[config.mk]
export PLATFORM = sky130hd
export DESIGN_NAME = multiboot_icap_seq
export DESIGN_NICKNAME = d
export VERILOG_FILES = /design/src/rtl/multiboot_icap_seq.sv
export SDC_FILE = /design/constraint.sdc
export NUM_CORES = 1
export LEC_CHECK = 0
export BUFFER_PORTS_ARGS = -buffer_cell sky130_fd_sc_hd__buf_2
export CORE_MARGIN = 2
export CORE_UTILIZATION = 35
export CTS_CLUSTER_DIAMETER = 30
export CTS_CLUSTER_SIZE = 20
export DETAILED_ROUTE_END_ITERATION = 12
export HOLD_SLACK_MARGIN = 0.03
export MAX_ROUTING_LAYER = met4
export PLACE_DENSITY = 0.56
export SKIP_LAST_GASP = 1
export SLEW_MARGIN = 20
export SYNTH_ARGS = -nofsm -noshare
export SYNTH_HDL_FRONTEND = slang
export SYNTH_SLANG_ARGS = --single-unit
[constraint.sdc]
create_clock -name CLK -period 1.95 [get_ports CLK]
set_input_delay 0.0975 -clock CLK [delete_from_list [all_inputs] [get_ports CLK]]
set_output_delay 0.0975 -clock CLK [all_outputs]
set_load 0.05 [all_outputs]
[src/rtl/multiboot_icap_seq.sv]
// Spartan-6 multiboot sequencer: emits the ICAP warm-boot command stream for a
// selectable SPI slot, from a level request or a debounced reset-button release.
module multiboot_icap_seq #(
    parameter int          NUM_SLOTS   = 4,
    parameter int          SLOT_W      = 2,
    parameter logic [23:0] BASE_ADDR   = 24'h000000,
    parameter logic [23:0] SLOT_STRIDE = 24'h060000,
    parameter int          READ_MODE   = 2,
    parameter int          GAP_CYCLES  = 0,
    parameter int          HOLD_CYCLES = 16,
    parameter int          BTN_SLOT    = 0
) (
    input  logic              CLK,
    input  logic              MBT_RESET,
    input  logic              reboot_req,
    input  logic [SLOT_W-1:0] reboot_slot,
    input  logic              btn_n,
    output logic              busy,
    output logic              err,
    output logic              icap_ce_n,
    output logic              icap_wr_n,
    output logic [15:0]       icap_i
);

    localparam int                NUM_WORDS = (READ_MODE == 2) ? 16 : 14;
    localparam logic [3:0]        LAST_K    = 4'(NUM_WORDS - 1);
    localparam logic [3:0]        GAP_LAST  = 4'((GAP_CYCLES > 0) ? GAP_CYCLES - 1 : 0);
    localparam int                CNT_W     = (HOLD_CYCLES < 1) ? 1 : $clog2(HOLD_CYCLES + 1);
    localparam logic [CNT_W-1:0]  HOLD_MAX  = CNT_W'(HOLD_CYCLES);
    localparam logic [SLOT_W-1:0] BTN_SEL   = SLOT_W'(BTN_SLOT);
    localparam logic [7:0]        OPCODE    = (READ_MODE == 2) ? 8'h6B :
                                              (READ_MODE == 1) ? 8'h3B : 8'h03;

    typedef enum logic [2:0] {S_IDLE, S_LATCH, S_WORD, S_GAP, S_DONE} state_t;

    state_t              state_q, state_d;
    logic [3:0]          k_q, k_d;
    logic [3:0]          gap_q, gap_d;
    logic [SLOT_W-1:0]   slot_q, slot_d;
    logic [23:0]         addr_q, addr_d;
    logic                busy_q, busy_d;
    logic                err_q, err_d;
    logic                ce_n_q, ce_n_d;
    logic [15:0]         icap_q, icap_d;
    logic                sync1_q, sync1_d;
    logic                sync2_q, sync2_d;
    logic [CNT_W-1:0]    cnt_q, cnt_d;
    logic                btn_trig;
    logic                slot_ok;

    // Without the MODE write the list skips two entries after the read opcode.
    function automatic logic [15:0] word_at(input logic [3:0] k, input logic [23:0] addr);
        logic [3:0] idx;
        idx = (READ_MODE != 2 && k >= 4'd8) ? k + 4'd2 : k;
        case (idx)
            4'd0:    return 16'hAA99;
            4'd1:    return 16'h5566;
            4'd2:    return 16'h30A1;
            4'd3:    return 16'h0000;
            4'd4:    return 16'h3261;
            4'd5:    return addr[15:0];
            4'd6:    return 16'h3281;
            4'd7:    return {OPCODE, addr[23:16]};
            4'd8:    return 16'h3301;
            4'd9:    return 16'h3100;
            4'd10:   return 16'h30A1;
            4'd11:   return 16'h000E;
            default: return 16'h2000;
        endcase
    endfunction

    function automatic logic [15:0] rev_bytes(input logic [15:0] w);
        logic [15:0] r;
        for (int i = 0; i < 8; i++) begin
            r[i]     = w[7-i];
            r[8 + i] = w[15-i];
        end
        return r;
    endfunction

    assign btn_trig = sync2_q && (cnt_q == HOLD_MAX);
    assign slot_ok  = int'(reboot_slot) < NUM_SLOTS;

    always_comb begin
        // NOTE: every _d takes its hold value first so no branch can infer a latch.
        state_d = state_q;
        k_d     = k_q;
        gap_d   = gap_q;
        slot_d  = slot_q;
        addr_d  = addr_q;
        err_d   = 1'b0;
        case (state_q)
            S_IDLE: begin
                if (!busy_q) begin
                    if (reboot_req) begin
                        if (slot_ok) begin
                            slot_d  = reboot_slot;
                            state_d = S_LATCH;
                        end else begin
                            err_d = 1'b1;
                        end
                    end else if (btn_trig) begin
                        slot_d  = BTN_SEL;
                        state_d = S_LATCH;
                    end
                end
            end
            S_LATCH: begin
                addr_d  = BASE_ADDR + 24'(slot_q) * SLOT_STRIDE;
                k_d     = 4'd0;
                state_d = S_WORD;
            end
            S_WORD: begin
                if (GAP_CYCLES > 0) begin
                    gap_d   = 4'd0;
                    state_d = S_GAP;
                end else if (k_q == LAST_K) begin
                    state_d = S_DONE;
                end else begin
                    k_d = k_q + 4'd1;
                end
            end
            S_GAP: begin
                if (gap_q == GAP_LAST) begin
                    if (k_q == LAST_K) begin
                        state_d = S_DONE;
                    end else begin
                        k_d     = k_q + 4'd1;
                        state_d = S_WORD;
                    end
                end else begin
                    gap_d = gap_q + 4'd1;
                end
            end
            S_DONE:  state_d = S_IDLE;
            default: state_d = S_IDLE;
        endcase
    end

    // Pins are registered one cycle behind the FSM; busy spans that extra stage
    // so it falls only once the DONE cycle has shown on the pins.
    always_comb begin
        busy_d  = (state_d != S_IDLE) || (state_q != S_IDLE);
        ce_n_d  = (state_q != S_WORD);
        icap_d  = (state_q == S_WORD) ? rev_bytes(word_at(k_q, addr_q)) : 16'hFFFF;
        sync1_d = btn_n;
        sync2_d = sync1_q;
        if (sync2_q)
            cnt_d = '0;
        else
            cnt_d = (cnt_q == HOLD_MAX) ? cnt_q : cnt_q + 1'b1;
    end

    always_ff @(posedge CLK) begin
        // NOTE: state registers use non-blocking assignments so every flop sees pre-edge values.
        if (MBT_RESET) begin
            state_q <= S_IDLE;
            k_q     <= 4'd0;
            gap_q   <= 4'd0;
            slot_q  <= '0;
            addr_q  <= 24'd0;
            busy_q  <= 1'b0;
            err_q   <= 1'b0;
            ce_n_q  <= 1'b1;
            icap_q  <= 16'hFFFF;
            sync1_q <= 1'b1;
            sync2_q <= 1'b1;
            cnt_q   <= '0;
        end else begin
            state_q <= state_d;
            k_q     <= k_d;
            gap_q   <= gap_d;
            slot_q  <= slot_d;
            addr_q  <= addr_d;
            busy_q  <= busy_d;
            err_q   <= err_d;
            ce_n_q  <= ce_n_d;
            icap_q  <= icap_d;
            sync1_q <= sync1_d;
            sync2_q <= sync2_d;
            cnt_q   <= cnt_d;
        end
    end

    assign busy      = busy_q;
    assign err       = err_q;
    assign icap_ce_n = ce_n_q;
    assign icap_wr_n = ce_n_q;
    assign icap_i    = icap_q;

endmodule

* After elaboration in Yosys (flattened, before gate mapping)
Cells that the tools add are included.
Widths: inputs -> output; s select.
** Storage, ports and cells
- Input bits :: 6
- Flip-flop bits (word level) :: 42
- Output and inout port bits :: 20
** Operators by class
- Reductions and logical operators :: 16
- Mux-type cells :: 13
- Eq/ne operators :: 18
- Bitwise logic cells :: 3
- Add/subtract/negate cells :: 3
- Multiply operators :: 1
** Operators with widths (number)
- $pmux 16 s10 :: 1
- $eq 4x4->1 const B :: 5
- $mux 3 :: 6
- $eq 4x3->1 const B :: 4
- $pmux 3 s4 :: 1
- $pmux 4 s3 :: 1
- $reduce_bool 3->1 :: 3
- $add 4x1->4 const B :: 2
- $eq 4x2->1 const B :: 2
- $logic_not 4->1 :: 2
- $mux 4 :: 2
- $reduce_or 2->1 :: 4
- $eq 3x2->1 const B :: 2
- $add 5x1->5 const B :: 1
- $eq 5x5->1 const B :: 1
- $eq 4x1->1 const B :: 1
- $mul 2x2->4 const B :: 1
- $mux 2 :: 2
- $reduce_and 2->1 :: 2
- $eq 3x1->1 const B :: 1
- $logic_not 3->1 :: 1
- $ne 3x2->1 const B :: 1
- $not 1->1 :: 3
- $reduce_and 3->1 :: 1
- other kinds (4) :: 4

* Logic depth before layout (Yosys ltp)
- Word-level depth :: 8
- Depth in mapped cells :: 7

* Least setup slack after synthesis
No wires, ideal clock.
- Path type :: reg2reg
- From :: register gap_q[0]
- To :: register k_q[3]
- Setup time :: 0.070 ns
- Slack :: 0.139 ns
- Clock period less this slack :: 1.811 ns
- Data arrival time :: 1.742 ns
- Path buffers :: 1
- Data required time :: 1.880 ns
- Stages on the path, launching flop included :: 8
- Path through :: dfxtp_1 -> inv_1 -> ha_1 -> or3b_4 -> and2_4 -> buf_6 -> or4_1 -> a21oi_1
** On the way
- Longest elaborated chain between the ends :: 3
** Ends and longest elaborated chain
- start, declared :: line 38 : logic [3:0] gap_q, gap_d;
- start signal, assigned :: line 172 : gap_q <= gap_d;
- $logic_not 4->1 :: line 124 : if (gap_q == GAP_LAST) begin
- $ne 2x2->1 (no line)
- $reduce_and 2->1 (no line)
- end signal, assigned :: line 171 : k_q <= k_d;
- end, declared :: line 37 : logic [3:0] k_q, k_d;
Every way passes these cells.
A chain may end at the register's enable or synchronous reset.

* Final worst setup path
Ends and elaborated chain as after synthesis.

==> reports/results.tsv <==
stage	metric	value	unit
outcome	status	finished clean	
synth	synth_seq_cells	42	
critical_path	startpoint_type	flip-flop	
critical_path	crit_type	reg -> reg	
synth	synth_area_leaders	dfxtp_1 (47%), ha_1 (7.0%), o21ai_0 (5.0%)	
timing	final.setup.worst_slack	0.161	ns
timing	finalSetupViolations	0	
detailed_routing	drt_first_pass_iters	4	
die	die-area	5730	um^2
layout	num-fill-cells	523	
layout	drive_above_1_share	0.192	
place	port_buffers	24	
timing	fin_tns_setup	0	ns
global_route	antenna_found_initial	0	
cts	clock_sink_count	42	
hold_path	worstHoldPathType	in -> reg	
detailed_routing	drt-total-wl	3170	um
layout	layout.nets	239	
global_route	grt_first_pass_wirelength	5270	um
critical_path	critPathArrivalTime	2.02	ns
timing	rsz0062_at_grt	no	
power_and_ir_drop	cellLeakagePower	0.769	nW
detailed_routing	avgRoutedWirePerCell	10.8	um
die	start_util	0.357	
critical_path	cp_max_fo	6	
cts	post_cts_resized	0	
synth	synth_area_per_cell	8.99	um^2
timing	timing.hold.ws	0.0717	ns
detailed_routing	num_vias	1369	
cts	numCtsBuffers	5	
timing	fmax	0.559	GHz
synth	ys_types	41	
cts	clk_pin_slew	0.08	ns
timing	post-route-period-util	0.917	
global_route	grt_pass1_vias	1185	
timing	period_needed	1.79	ns
place	gpl.final_weighted_congestion	0.806	
detailed_routing	vias_per_cell	4.66	
die	core_area	5040	um^2
layout	areaGrowthSynthToFinish	15.0	%
cts	clock-root-buffer	clkbuf_8	
die	num_io_pins	26	
detailed_routing	drcViolationCount	0	
synth	synth_cells	200	
cts	clockBufferDepth	2	
power_and_ir_drop	powerDensity	818	nW/um^2
synth	synth_area	1800	um^2
place	dp_hpwl	2280	um
cts	clk_latency	0.29	ns
synth	yosysWarningCount	0	
critical_path	worst_ep_required_time	2.18	ns
power_and_ir_drop	peakVddDrop	0.309	mV
cts	h-tree-depth	2	
critical_path	endpoint_kind	flip-flop	
detailed_routing	drtAntennaViolNets	0	
global_route	grt_start_max_net_pins	22	
place	dpl_worst_slack	0.167	ns
job	drv_cap	0	
timing	fin_skew	0.00570	ns
die	chipWidth	75.7	um
synth	yosysSeqAreaShare	0.468	
synth	synth_nets	216	
synth	synth_top_area_frac	0.468	
timing	hold_violations	0	
layout	diodes	0	
synth	synth_largest_area_cell	dfxtp_1	
cts	tritoncts	done	
global_route	grt_usage	0.127	
die	die_h	75.7	um
detailed_routing	drt_iter0_drc	40	
global_route	grt-ovfl-total	0	
die	rows	26	
timing	drv_slew	0	
[per-layer routing]
metal | up-vias | track usage | share of wire
li1 | 727 | - | -
met1 | 609 | 0.162 | 0.51
met2 | 31 | 0.189 | 0.45
met3 | 2 | 0.0397 | 0.042
met4 | 0 | 0.0468 | 0.0035
met5 | - | - | 0
[sequential cells by signal, indices dropped and copies added (netlist names)]
| signal | count |
|---|---|
| cnt_q | 5 |
| icap_ce_n | 1 |
| sync1_q | 1 |
| icap_i | 16 |
| state_q | 3 |
| busy | 1 |
| k_q | 4 |
| addr_q | 4 |
| sync2_q | 1 |
| slot_q | 2 |
| gap_q | 4 |
[critical path, cell delays in order (launching register included)]
cell	delay, ns
dfxtp_1	0.35
inv_1	0.06
ha_1	0.13
or3b_4	0.39
and2_4	0.17
or4_1	0.49
a21oi_1	0.14
[layout make-up]
type | instances | area (um^2) | share of cell area
multi-input combinational | 135 | 853 | 0.413
sequential | 42 | 841 | 0.407
timing repair buffer | 28 | 153 | 0.0738
tap | 70 | 87.6 | 0.0424
clock buffer | 7 | 86.3 | 0.0418
inverter | 11 | 41.3 | 0.0200
clock inverter | 1 | 5.00 | 0.00242
[repair_timing]
action | 4_1_cts | 5_1_grt
endpoints found under the hold margin | 1 | 0
hold buffers | 1 | 0
buffers inserted | 0 | 0
[final timing paths]
check                                    start   endpoint  slack [ns]  depth (start not counted)
worst max register to register        gap_q[0]     k_q[3]        0.16                          6
worst max-delay path                  gap_q[0]     k_q[3]        0.16                          6
worst min register to register         sync1_q    sync2_q        0.41                          1
worst min-delay path            reboot_slot[0]  slot_q[0]        0.07                          3
[cells by family (layout without fill, tap and decap cells)]
kind of cell	Yosys count	in the layout	share of synthesized area
AND/OR/NAND/NOR	68	68	0.203
AO/OA/AOI/OAI	45	45	0.143
flip-flops	42	42	0.468
buffers and inverters	23	47	0.0578
adder cells (fa/ha/maj)	10	10	0.0696
XOR/XNOR	7	7	0.0341
multiplexers	4	4	0.0223
other	1	1	0.00209
[synth_stat cells]
| cell type | number |
|---|---|
| a31oi_1 | 1 |
| xnor2_1 | 3 |
| and2_4 | 1 |
| buf_2 | 2 |
| mux2i_1 | 4 |
| and3b_1 | 1 |
| xor2_1 | 4 |
| nor3_1 | 4 |
| or3b_4 | 1 |
| nand2b_1 | 3 |
| ha_1 | 10 |
| nor2_1 | 16 |
| nand2_1 | 14 |
| buf_4 | 2 |
| dfxtp_1 | 42 |
| or2_2 | 3 |
| nand4_1 | 3 |
| or3_1 | 1 |
| nand3_1 | 9 |
| and2_1 | 2 |
| buf_6 | 1 |
| nor3_2 | 1 |
| a21oi_1 | 16 |
| o21ai_0 | 18 |
| or4_1 | 1 |
| a31o_2 | 1 |
| or3b_2 | 1 |
| nor3b_1 | 1 |
| nor4_1 | 1 |
| nor2b_1 | 3 |
| a2111oi_0 | 1 |
| o211ai_1 | 1 |
| conb_1 | 1 |
| inv_1 | 11 |
| nor3b_2 | 1 |
| and4bb_1 | 1 |
| a211o_1 | 1 |
| o211a_1 | 1 |
| o31ai_1 | 2 |
| clkbuf_1 | 7 |
| a211oi_1 | 3 |
[cell usage in the layout, fill, tap and decap left out, types with 2 or more instances in the layout]
cell	n
nor2b_1	3
nor3_1	4
nand2b_1	3
xnor2_1	3
mux2i_1	4
buf_2	24
buf_4	3
clkbuf_8	6
o31ai_1	2
xor2_1	4
nand3_1	9
nand2_1	14
o21ai_0	18
and2_1	2
inv_1	11
nor2_1	16
a211oi_1	3
dfxtp_1	42
or2_2	3
nand4_1	3
ha_1	10
a21oi_1	16
[power breakdown]
group	total, mW	switching (mW)	internal, mW
sequential	0.907	0.0202	0.886
clock	0.563	0.278	0.285
combinational	0.222	0.147	0.0749
total	1.69	0.445	1.25
[stage by stage]
stage	util	cell area, um^2	std cells	power (mW)
floorplan	-	1800	200	1.10
global placement	0.390	1970	285	1.15
detailed placement	0.390	1970	285	1.15
CTS	0.410	2070	294	1.72
global route	0.410	2070	294	1.80
finish	0.410	2070	294	1.69
Power figures use the tool's default switching activity.
